### config.mk
export PLATFORM = sky130hd
export DESIGN_NAME = disk_track_loader
export DESIGN_NICKNAME = d
export VERILOG_FILES = /design/src/rtl/disk_pkg.sv /design/src/rtl/disk_track_loader.sv
export SDC_FILE = /design/constraint.sdc
export NUM_CORES = 1
export LEC_CHECK = 0
export CORE_ASPECT_RATIO = 1.5
export CORE_MARGIN = 1.5
export CORE_UTILIZATION = 45
export CTS_CLUSTER_DIAMETER = 120
export DETAILED_ROUTE_END_ITERATION = 10
export MAX_ROUTING_LAYER = met4
export PLACE_DENSITY = 0.94
export SYNTH_ARGS = -nofsm -noshare
export SYNTH_HDL_FRONTEND = slang
export SYNTH_SLANG_ARGS = --single-unit
### constraint.sdc
create_clock -name clk_sys -period 4.9 [get_ports clk_sys]
set_input_delay 1.225 -clock clk_sys [delete_from_list [all_inputs] [get_ports clk_sys]]
set_output_delay 1.225 -clock clk_sys [all_outputs]
set_load 0.02 [all_outputs]
### src/rtl/disk_pkg.sv
// Shared constants, FSM encoding and track-to-LBA mapping for the Disk II track loader.
package disk_pkg;

  localparam int SECTORS_PER_TRACK = 13;
  localparam int TRACK_BYTES       = 6656;

  typedef enum logic [1:0] {IDLE, FLUSH, LOAD} dtl_state_t;

  // 13*T built from shifts; 63*13 = 819 fits easily in 10 bits.
  function automatic logic [31:0] track_lba(input logic [5:0] t);
    logic [9:0] tt;
    tt = {4'd0, t};
    return {22'd0, (tt << 3) + (tt << 2) + tt};
  endfunction

endpackage

### src/rtl/disk_track_loader.sv
// Disk II track loader: moves one 13-sector nibble track between the SD image and track RAM.
// Latency: request 1 cycle after the trigger; each sd_ack edge answered 1 cycle later.
// Backpressure: holds cpu_wait across a transfer; DISK_WRITEBACK_EN adds dirty-track flush.
module disk_track_loader
  import disk_pkg::*;
#(
  parameter int SECTORS = SECTORS_PER_TRACK
) (
  input  logic        clk_sys,
  input  logic        reset,
  input  logic [5:0]  track,
  input  logic        track_dirty,
  input  logic        img_mounted,
  input  logic [63:0] img_size,
  output logic [31:0] sd_lba,
  output logic        sd_rd,
  output logic        sd_wr,
  input  logic        sd_ack,
  input  logic [8:0]  sd_buff_addr,
  output logic [12:0] track_ram_addr,
  input  logic [7:0]  track_ram_dout,
  output logic [7:0]  sd_buff_din,
  output logic        cpu_wait,
  output logic        busy
);

  dtl_state_t  state, state_nxt;
  logic [5:0]  cur_track, cur_track_nxt;
  logic        valid, valid_nxt;
  logic        mnt_pend, mnt_pend_nxt;
  logic [3:0]  track_sec, track_sec_nxt;
  logic [31:0] sd_lba_nxt;
  logic        sd_rd_nxt;
  logic        cpu_wait_nxt;
  logic        ack_q;

  logic        ack_rise, ack_fall, last_sec, track_moved, img_present;

`ifdef DISK_WRITEBACK_EN
  logic        dirty, dirty_nxt;
  logic        wr_q, wr_nxt;
`endif

  assign ack_rise    = sd_ack & ~ack_q;
  assign ack_fall    = ~sd_ack & ack_q;
  assign last_sec    = (track_sec == 4'(SECTORS - 1));
  assign track_moved = (track != cur_track);
  assign img_present = (img_size != 64'd0);

  assign track_ram_addr = {track_sec, sd_buff_addr};
  assign busy           = (state != IDLE);

`ifdef DISK_WRITEBACK_EN
  assign sd_wr       = wr_q;
  assign sd_buff_din = track_ram_dout;
`else
  assign sd_wr       = 1'b0;
  assign sd_buff_din = 8'd0;
  logic unused_wb;
  assign unused_wb = ^{track_dirty, track_ram_dout};
`endif

  always_comb begin
    state_nxt     = state;
    cur_track_nxt = cur_track;
    valid_nxt     = valid;
    mnt_pend_nxt  = mnt_pend | img_mounted;
    track_sec_nxt = track_sec;
    sd_lba_nxt    = sd_lba;
    sd_rd_nxt     = sd_rd;
    cpu_wait_nxt  = cpu_wait;
`ifdef DISK_WRITEBACK_EN
    dirty_nxt     = dirty;
    wr_nxt        = wr_q;
`endif

    case (state)
      IDLE: begin
`ifdef DISK_WRITEBACK_EN
        if (track_dirty) dirty_nxt = 1'b1;
`endif
        if (mnt_pend) begin
          // A mount arriving in this very cycle stays pending.
          mnt_pend_nxt = img_mounted;
          valid_nxt    = 1'b0;
`ifdef DISK_WRITEBACK_EN
          dirty_nxt    = 1'b0;
        end else if (dirty && valid && track_moved) begin
          state_nxt     = FLUSH;
          track_sec_nxt = 4'd0;
          sd_lba_nxt    = track_lba(cur_track);
          wr_nxt        = 1'b1;
          cpu_wait_nxt  = 1'b1;
`endif
        end else if (img_present && (!valid || track_moved)) begin
          state_nxt     = LOAD;
          cur_track_nxt = track;
          track_sec_nxt = 4'd0;
          sd_lba_nxt    = track_lba(track);
          sd_rd_nxt     = 1'b1;
          cpu_wait_nxt  = 1'b1;
        end
      end

`ifdef DISK_WRITEBACK_EN
      FLUSH: begin
        if (track_dirty) dirty_nxt = 1'b1;
        if (ack_rise) begin
          sd_lba_nxt = sd_lba + 32'd1;
          if (last_sec) wr_nxt = 1'b0;
        end
        if (ack_fall) begin
          track_sec_nxt = track_sec + 4'd1;
          if (!wr_q) begin
            // Old track is on the image; reload straight away without releasing the core.
            dirty_nxt     = track_dirty;
            state_nxt     = LOAD;
            cur_track_nxt = track;
            track_sec_nxt = 4'd0;
            sd_lba_nxt    = track_lba(track);
            sd_rd_nxt     = 1'b1;
          end
        end
      end
`endif

      LOAD: begin
        if (ack_rise) begin
          sd_lba_nxt = sd_lba + 32'd1;
          if (last_sec) sd_rd_nxt = 1'b0;
        end
        if (ack_fall) begin
          track_sec_nxt = track_sec + 4'd1;
          if (!sd_rd) begin
            valid_nxt    = 1'b1;
            cpu_wait_nxt = 1'b0;
            state_nxt    = IDLE;
          end
        end
      end

      default: state_nxt = IDLE;
    endcase
  end

  always_ff @(posedge clk_sys) begin
    if (reset) begin
      state     <= IDLE;
      cur_track <= 6'd0;
      valid     <= 1'b0;
      mnt_pend  <= 1'b0;
      track_sec <= 4'd0;
      sd_lba    <= 32'd0;
      sd_rd     <= 1'b0;
      cpu_wait  <= 1'b0;
      ack_q     <= 1'b0;
`ifdef DISK_WRITEBACK_EN
      dirty     <= 1'b0;
      wr_q      <= 1'b0;
`endif
    end else begin
      state     <= state_nxt;
      cur_track <= cur_track_nxt;
      valid     <= valid_nxt;
      mnt_pend  <= mnt_pend_nxt;
      track_sec <= track_sec_nxt;
      sd_lba    <= sd_lba_nxt;
      sd_rd     <= sd_rd_nxt;
      cpu_wait  <= cpu_wait_nxt;
      ack_q     <= sd_ack;
`ifdef DISK_WRITEBACK_EN
      dirty     <= dirty_nxt;
      wr_q      <= wr_nxt;
`endif
    end
  end

endmodule

==> impl_metrics.csv, run 1 <==
group,metric,value,unit
critical_path,cp.arrival,3.87,ns
grt,first_global_vias,3297,
critical_path,worstSetupStartpointType,"input port",
routing,viasPerCell,5.91,
clock_network,clock-sinks,47,
grt,grt_usage,0.255,
clock_network,cts_tree,"yes",
critical_path,cp_max_fo,4,
clock_network,cts_resized,0,
routing,antenna_left,0,
synthesis,synthDistinctLibCells,54,
critical_path,path_class,"input port to register",
floorplanning,initial_core_util,0.462,
finish,areaGrowthSynthToFinish,36.9,%
synthesis,synth_edf_count,0,
synthesis,seq_area_frac_synth,0.299,
critical_path,cp_slowest_cell,"clkdlybuf4s50_1",
timing,fin_skew,0.00662,ns
min_path,hold_class,"register to register",
floorplanning,dieArea,7510,um^2
critical_path,crit_required,5.06,ns
grt,antenna_found_initial,0,
floorplanning,chipWidth,71.3,um
clock_network,hold_buffers,0,
critical_path,critPathCaptureType,"register",
synthesis,yosys_register_bits,47,
timing,timing.hold.ws,0.471,ns
clock_network,cts_root_buf,"clkbuf_8",
clock_network,clk_path_buf_depth,2,
routing,drt-initial-drc-count,239,
finish,antennaDiodeCount,0,
routing,drc,0,
synthesis,synth_area_leader_cell,"dfxtp_1",
clock_network,numCtsBuffers,5,
timing,layout_min_cycle_time,3.71,ns
finish,fin_nets,608,
timing,grt_setup_unrepaired,"no",
synthesis,synth-main-ff-cell,"dfxtp_1",
clock_network,htreeDepth,2,
critical_path,max_stage_delay,0.62,ns
floorplanning,core-area,6810,um^2
critical_path,crit_family,"adder cells",
floorplanning,io_pins,149,
critical_path,cp_num_buf_inv,4,
synthesis,synth_area_leaders,"dfxtp_1 (30%), a21oi_1 (7.0%), nand2_1 (6.9%), ha_1 (5.2%), buf_4 (4.5%)",
routing,wire_per_inst,16.4,um
synthesis,synth_top_cell_area_share,0.299,
place,post-dp-hpwl,7350,um
finish,layout-drive-gt1-share,0.0400,
synthesis,syn-cell-area,3140,um^2
routing,vias,3415,
timing,fin_crit_sh,0.756,
place,gp_congestion,0.931,
timing,hold_viol,0,
synthesis,async_flop_share,0,
finish,n_fill_cell,585,
timing,maxSlewHeadroom,0.413,
synthesis,netlist_instances,403,
synthesis,syn_area_per_cell,7.80,um^2
power_and_ir_drop,p_per_area,226,nW/um^2
clock_network,cts_setup_buffers,0,
critical_path,crit_chain,"clkdlybuf4s50_1 -> inv_1 -> fa_1 -> inv_1 -> ha_1 -> inv_1 -> fa_1 -> nor2b_1 -> o21ai_0 -> nand2b_1 -> a211o_1 -> a21oi_1 -> nor3_1",
timing,worst_pin_slew,0.878,ns
timing,drv_slew,0,
place,port_buffers,112,
synthesis,ys_warn_count,0,
clock_network,worstSkewPairLatency,0.31,ns
finish,layout_common_cells,"clkdlybuf4s50_1 (112), nand2_1 (58), dfxtp_1 (47)",
power_and_ir_drop,vdd_drop_max,0.000117,V
finish,mostFrequentLayoutCell,"clkdlybuf4s50_1",
routing,wirelength,9490,um
outcome,status,"complete, no violations",
floorplanning,rows,37,
power_and_ir_drop,p_leak,1.49,nW
critical_path,cp_common_cell,"inv_1",
timing,finalSetupViolations,0,
clock_network,clkTransAtPathRegs,0.09,ns
run,maxCapViolations,0,
grt,grt_overflow,0,
timing,finalSetupTns,0,ns
timing,clock.fmax,270,MHz
grt,grt_max_degree,29,
routing,dr.pass1.iters,6,
floorplanning,die_h,105,um
grt,grt_pass1_wl,15200,um
-- worst paths after layout --
check | startpoint | to | slack [ns] | cells past startpoint
worst min register to register | cur_track[3] | cur_track[3] | 0.47 | 2
worst max-delay path | track[1] | sd_lba[9] | 1.19 | 13
worst min-delay path | cur_track[3] | cur_track[3] | 0.47 | 2
worst max register to register | cpu_wait | sd_lba[29] | 2.16 | 6
-- cells in the mapped netlist, types with 3 or more instances --
cell type,n
a21oi_1,44
a31oi_1,9
and3_1,4
buf_4,19
buf_6,3
clkbuf_1,9
dfxtp_1,47
fa_1,4
ha_1,13
inv_1,24
nand2_1,58
nand3_1,19
nand4_1,15
nand4b_1,3
nor2_1,13
nor2b_1,4
nor3_1,7
nor4_1,22
o211ai_1,5
o21ai_0,12
o31ai_1,5
o41ai_1,3
or3_1,6
or4_1,6
xnor2_1,7
xor2_1,4
-- layout make-up --
class,instances,area (um^2),share of cell area
timing repair buffer,115,1140,0.266
clock buffer,5,68.8,0.0160
multi-input combinational,306,1920,0.446
inverter,24,90.1,0.0209
tap,78,97.6,0.0227
sequential,47,941,0.219
clock inverter,3,43.8,0.0102
-- worst min-delay path, cell delays in order, from the launching register on --
cell,delay (ns)
dfxtp_1,0.33
nand2_1,0.05
a21oi_1,0.05
-- power breakdown --
| part | internal, W | switching (W) | leakage [nW] | total (W) |
|---|---|---|---|---|
| clock | 0.000152 | 0.000143 | 0.0581 | 0.000295 |
| sequential | 0.000398 | 0.0000219 | 0.383 | 0.000420 |
| combinational | 0.000124 | 0.000134 | 1.05 | 0.000258 |
-- through the flow --
stage	cell area [um^2]	instances	total power, W	worst slack, ns	util
after global routing	4310	578	0.00101	1.06	0.633
after CTS	4310	578	0.000971	1.19	0.633
after floorplan	3170	411	0.000580	1.80	-
after global placement	4190	570	0.000672	0.966	0.616
final	4310	578	0.000973	1.19	0.633
after detailed placement	4190	570	0.000682	0.936	0.616
-- sequential cells by signal (all words and copies together), names as in the netlist --
register / count
cur_track: 6
ack_q: 1
cpu_wait: 1
mnt_pend: 1
sd_lba: 32
sd_rd: 1
valid: 1
track_sec: 4
-- cells by family after synthesis --
| kind of cell | share of synthesized area |
|---|---|
| compound gates | 0.193 |
| fa+ha+maj | 0.0772 |
| xor+xnor | 0.0306 |
| buf+inv | 0.0995 |
| flops | 0.299 |
| simple gates | 0.289 |
| mux | 0.00995 |
| other cells | 0.00119 |
-- layer usage --
| metal | global-route usage | vias to the layer above | routed length, um | part of all wire |
|---|---|---|---|---|
| met4 | 0.131 | 0 | 358 | 0.038 |
| met5 | - | - | 0 | 0 |
| met3 | 0.0363 | 36 | 494 | 0.052 |
| met1 | 0.276 | 1590 | 3600 | 0.38 |
| li1 | - | 1642 | - | - |
| met2 | 0.442 | 147 | 5040 | 0.53 |
Power figures use the tool's default switching activity.
==> inputs of run 2 (changes only) <==
Settings changed: CORE_UTILIZATION 45 to 38, PLACE_DENSITY 0.94 to 0.85.
Clock period 4.9 ns to 3 ns, I/O delays scaled along.
==> impl_metrics.csv, run 2 (synthesized netlist as in run 1, its figures left out) <==
group,metric,value,unit
critical_path,worstSetupStartpoint,"track[2]",
floorplanning,chipWidth,77.3,um
critical_path,worstSetupEndpoint,"sd_lba[6]",
clock_network,clkTransAtPathRegs,0.06,ns
routing,wire_per_inst,15.2,um
place,post-dp-hpwl,7490,um
clock_network,cts_tree,"yes",
critical_path,cp_num_buf_inv,1,
critical_path,ff2ff_path_depth,6,
min_path,min_delay_path_depth,2,
critical_path,max_stage_delay,0.56,ns
critical_path,crit_required,3.17,ns
grt,grt_usage,0.225,
timing,hold_viol,0,
timing,worst_pin_slew,0.771,ns
power_and_ir_drop,p_per_area,387,nW/um^2
timing,maxSlewHeadroom,0.483,
timing,fin_skew,0.00691,ns
critical_path,worstReg2RegStart,"sd_lba[10]",
floorplanning,rows,40,
clock_network,worstSkewPairLatency,0.29,ns
timing,clock.fmax,351,MHz
critical_path,critPathCaptureType,"register",
critical_path,crit_family,"adder cells",
place,port_buffers,112,
floorplanning,core-area,8010,um^2
min_path,hold_class,"register to register",
routing,viasPerCell,5.48,
finish,regMostFlops,"sd_lba",
finish,layout_common_cells,"clkdlybuf4s50_1 (110), nand2_1 (58), dfxtp_1 (47)",
finish,reg_top3,"sd_lba: 32 flops, cur_track: 6 flops, track_sec: 4 flops",
finish,fin_nets,633,
timing,drv_slew,0,
routing,dr.pass1.iters,4,
critical_path,crit_cells,8,
grt,first_global_vias,3288,
power_and_ir_drop,vdd_drop_max,0.000216,V
routing,drt-initial-drc-count,237,
clock_network,clock-sinks,47,
critical_path,cp.arrival,3.02,ns
timing,layout_min_cycle_time,2.85,ns
floorplanning,initial_core_util,0.393,
critical_path,cp_max_fo,3,
floorplanning,die_h,114,um
power_and_ir_drop,p_leak,1.66,nW
clock_network,htreeDepth,2,
clock_network,cts_setup_buffers,0,
critical_path,r2r_slack,0.83,ns
critical_path,worstSetupStartpointType,"input port",
routing,drc,0,
routing,antenna_left,0,
finish,final_util,0.576,
grt,grt_overflow,0,
critical_path,cp_slowest_cell,"clkdlybuf4s50_1",
timing,finalSetupViolations,0,
clock_network,clk_path_buf_depth,2,
grt,grt_pass1_wl,15600,um
run,maxCapViolations,0,
place,placed_cells,622,
finish,antennaDiodeCount,0,
routing,vias,3451,
outcome,status,"complete, no violations",
floorplanning,io_pins,149,
power_and_ir_drop,power,0.00179,W
timing,fin_crit_sh,0.951,
routing,wirelength,9590,um
finish,instances_no_fill,630,
finish,areaGrowthSynthToFinish,46.7,%
timing,grt_setup_unrepaired,"no",
finish,largest_register_ffs,32,
grt,grt_max_degree,30,
finish,layout-drive-gt1-share,0.0952,
critical_path,path_class,"input port to register",
floorplanning,dieArea,8840,um^2
clock_network,numCtsBuffers,5,
clock_network,cts_root_buf,"clkbuf_16",
place,gp_congestion,0.915,
finish,n_fill_cell,735,
finish,mostFrequentLayoutCell,"clkdlybuf4s50_1",
critical_path,r2r_end,"sd_lba[23]",
critical_path,crit_chain,"clkdlybuf4s50_1 -> fa_1 -> ha_1 -> a21o_1 -> a21oi_1 -> xnor2_1 -> o32ai_1 -> nor3_1",
grt,antenna_found_initial,0,
run 2: repair_timing:
item	CTS	global route
hold buffers	0	0
hold endpoints to repair	0	0
endpoints found under the setup margin	0	5
gates resized for setup	0	8
run 2: how the worst min path moves through the flow:
stage / startpoint / to / slack [ns]
after detailed placement: cur_track[3] / cur_track[3] / 0.47
after floorplan: cur_track[1] / cur_track[1] / 0.45
after global placement: cur_track[1] / cur_track[1] / 0.45
after global routing: cur_track[2] / cur_track[2] / 0.50
final: cur_track[5] / cur_track[5] / 0.48
after CTS: cur_track[3] / cur_track[3] / 0.48
run 2: tightest hold or removal path, cell delays in order (launching register included):
cell	delay, ns
dfxtp_1	0.32
nand2_1	0.05
a21oi_1	0.06
run 2: per-stage QoR:
step                      setup slack [ns]  TNS (ns)  hold WS [ns]  instance area, um^2
after floorplan                      0.378         0         0.448                 3170
after global placement              -0.225    -0.721         0.454                 4430
after detailed placement            -0.271     -1.44         0.470                 4430
after CTS                           0.0254         0         0.478                 4600
after global routing                0.0151         0         0.501                 4610
final                                0.148         0         0.476                 4610
run 2: area by class of cell:
class / instances / area, um^2 / share of cell area
clock buffers: 5 / 125 / 0.0271
clock inverters: 3 / 43.8 / 0.00950
inverters: 24 / 90.1 / 0.0195
multi-input cells: 306 / 1930 / 0.419
flip-flops and latches: 47 / 941 / 0.204
well taps: 105 / 131 / 0.0285
repair buffers: 140 / 1350 / 0.292
run 2: routing by layer:
metal / vias up / part of all wire / global-route usage
met5: - / 0 / -
met4: 0 / 0.021 / 0.0752
met3: 19 / 0.052 / 0.0406
met2: 118 / 0.53 / 0.400
met1: 1625 / 0.40 / 0.253
li1: 1689 / - / -
run 2: power by group:
group | switching [W] | total, W | internal [W]
combinational | 0.000227 | 0.000465 | 0.000238
sequential | 0.0000317 | 0.000682 | 0.000650
clock | 0.000245 | 0.000638 | 0.000393
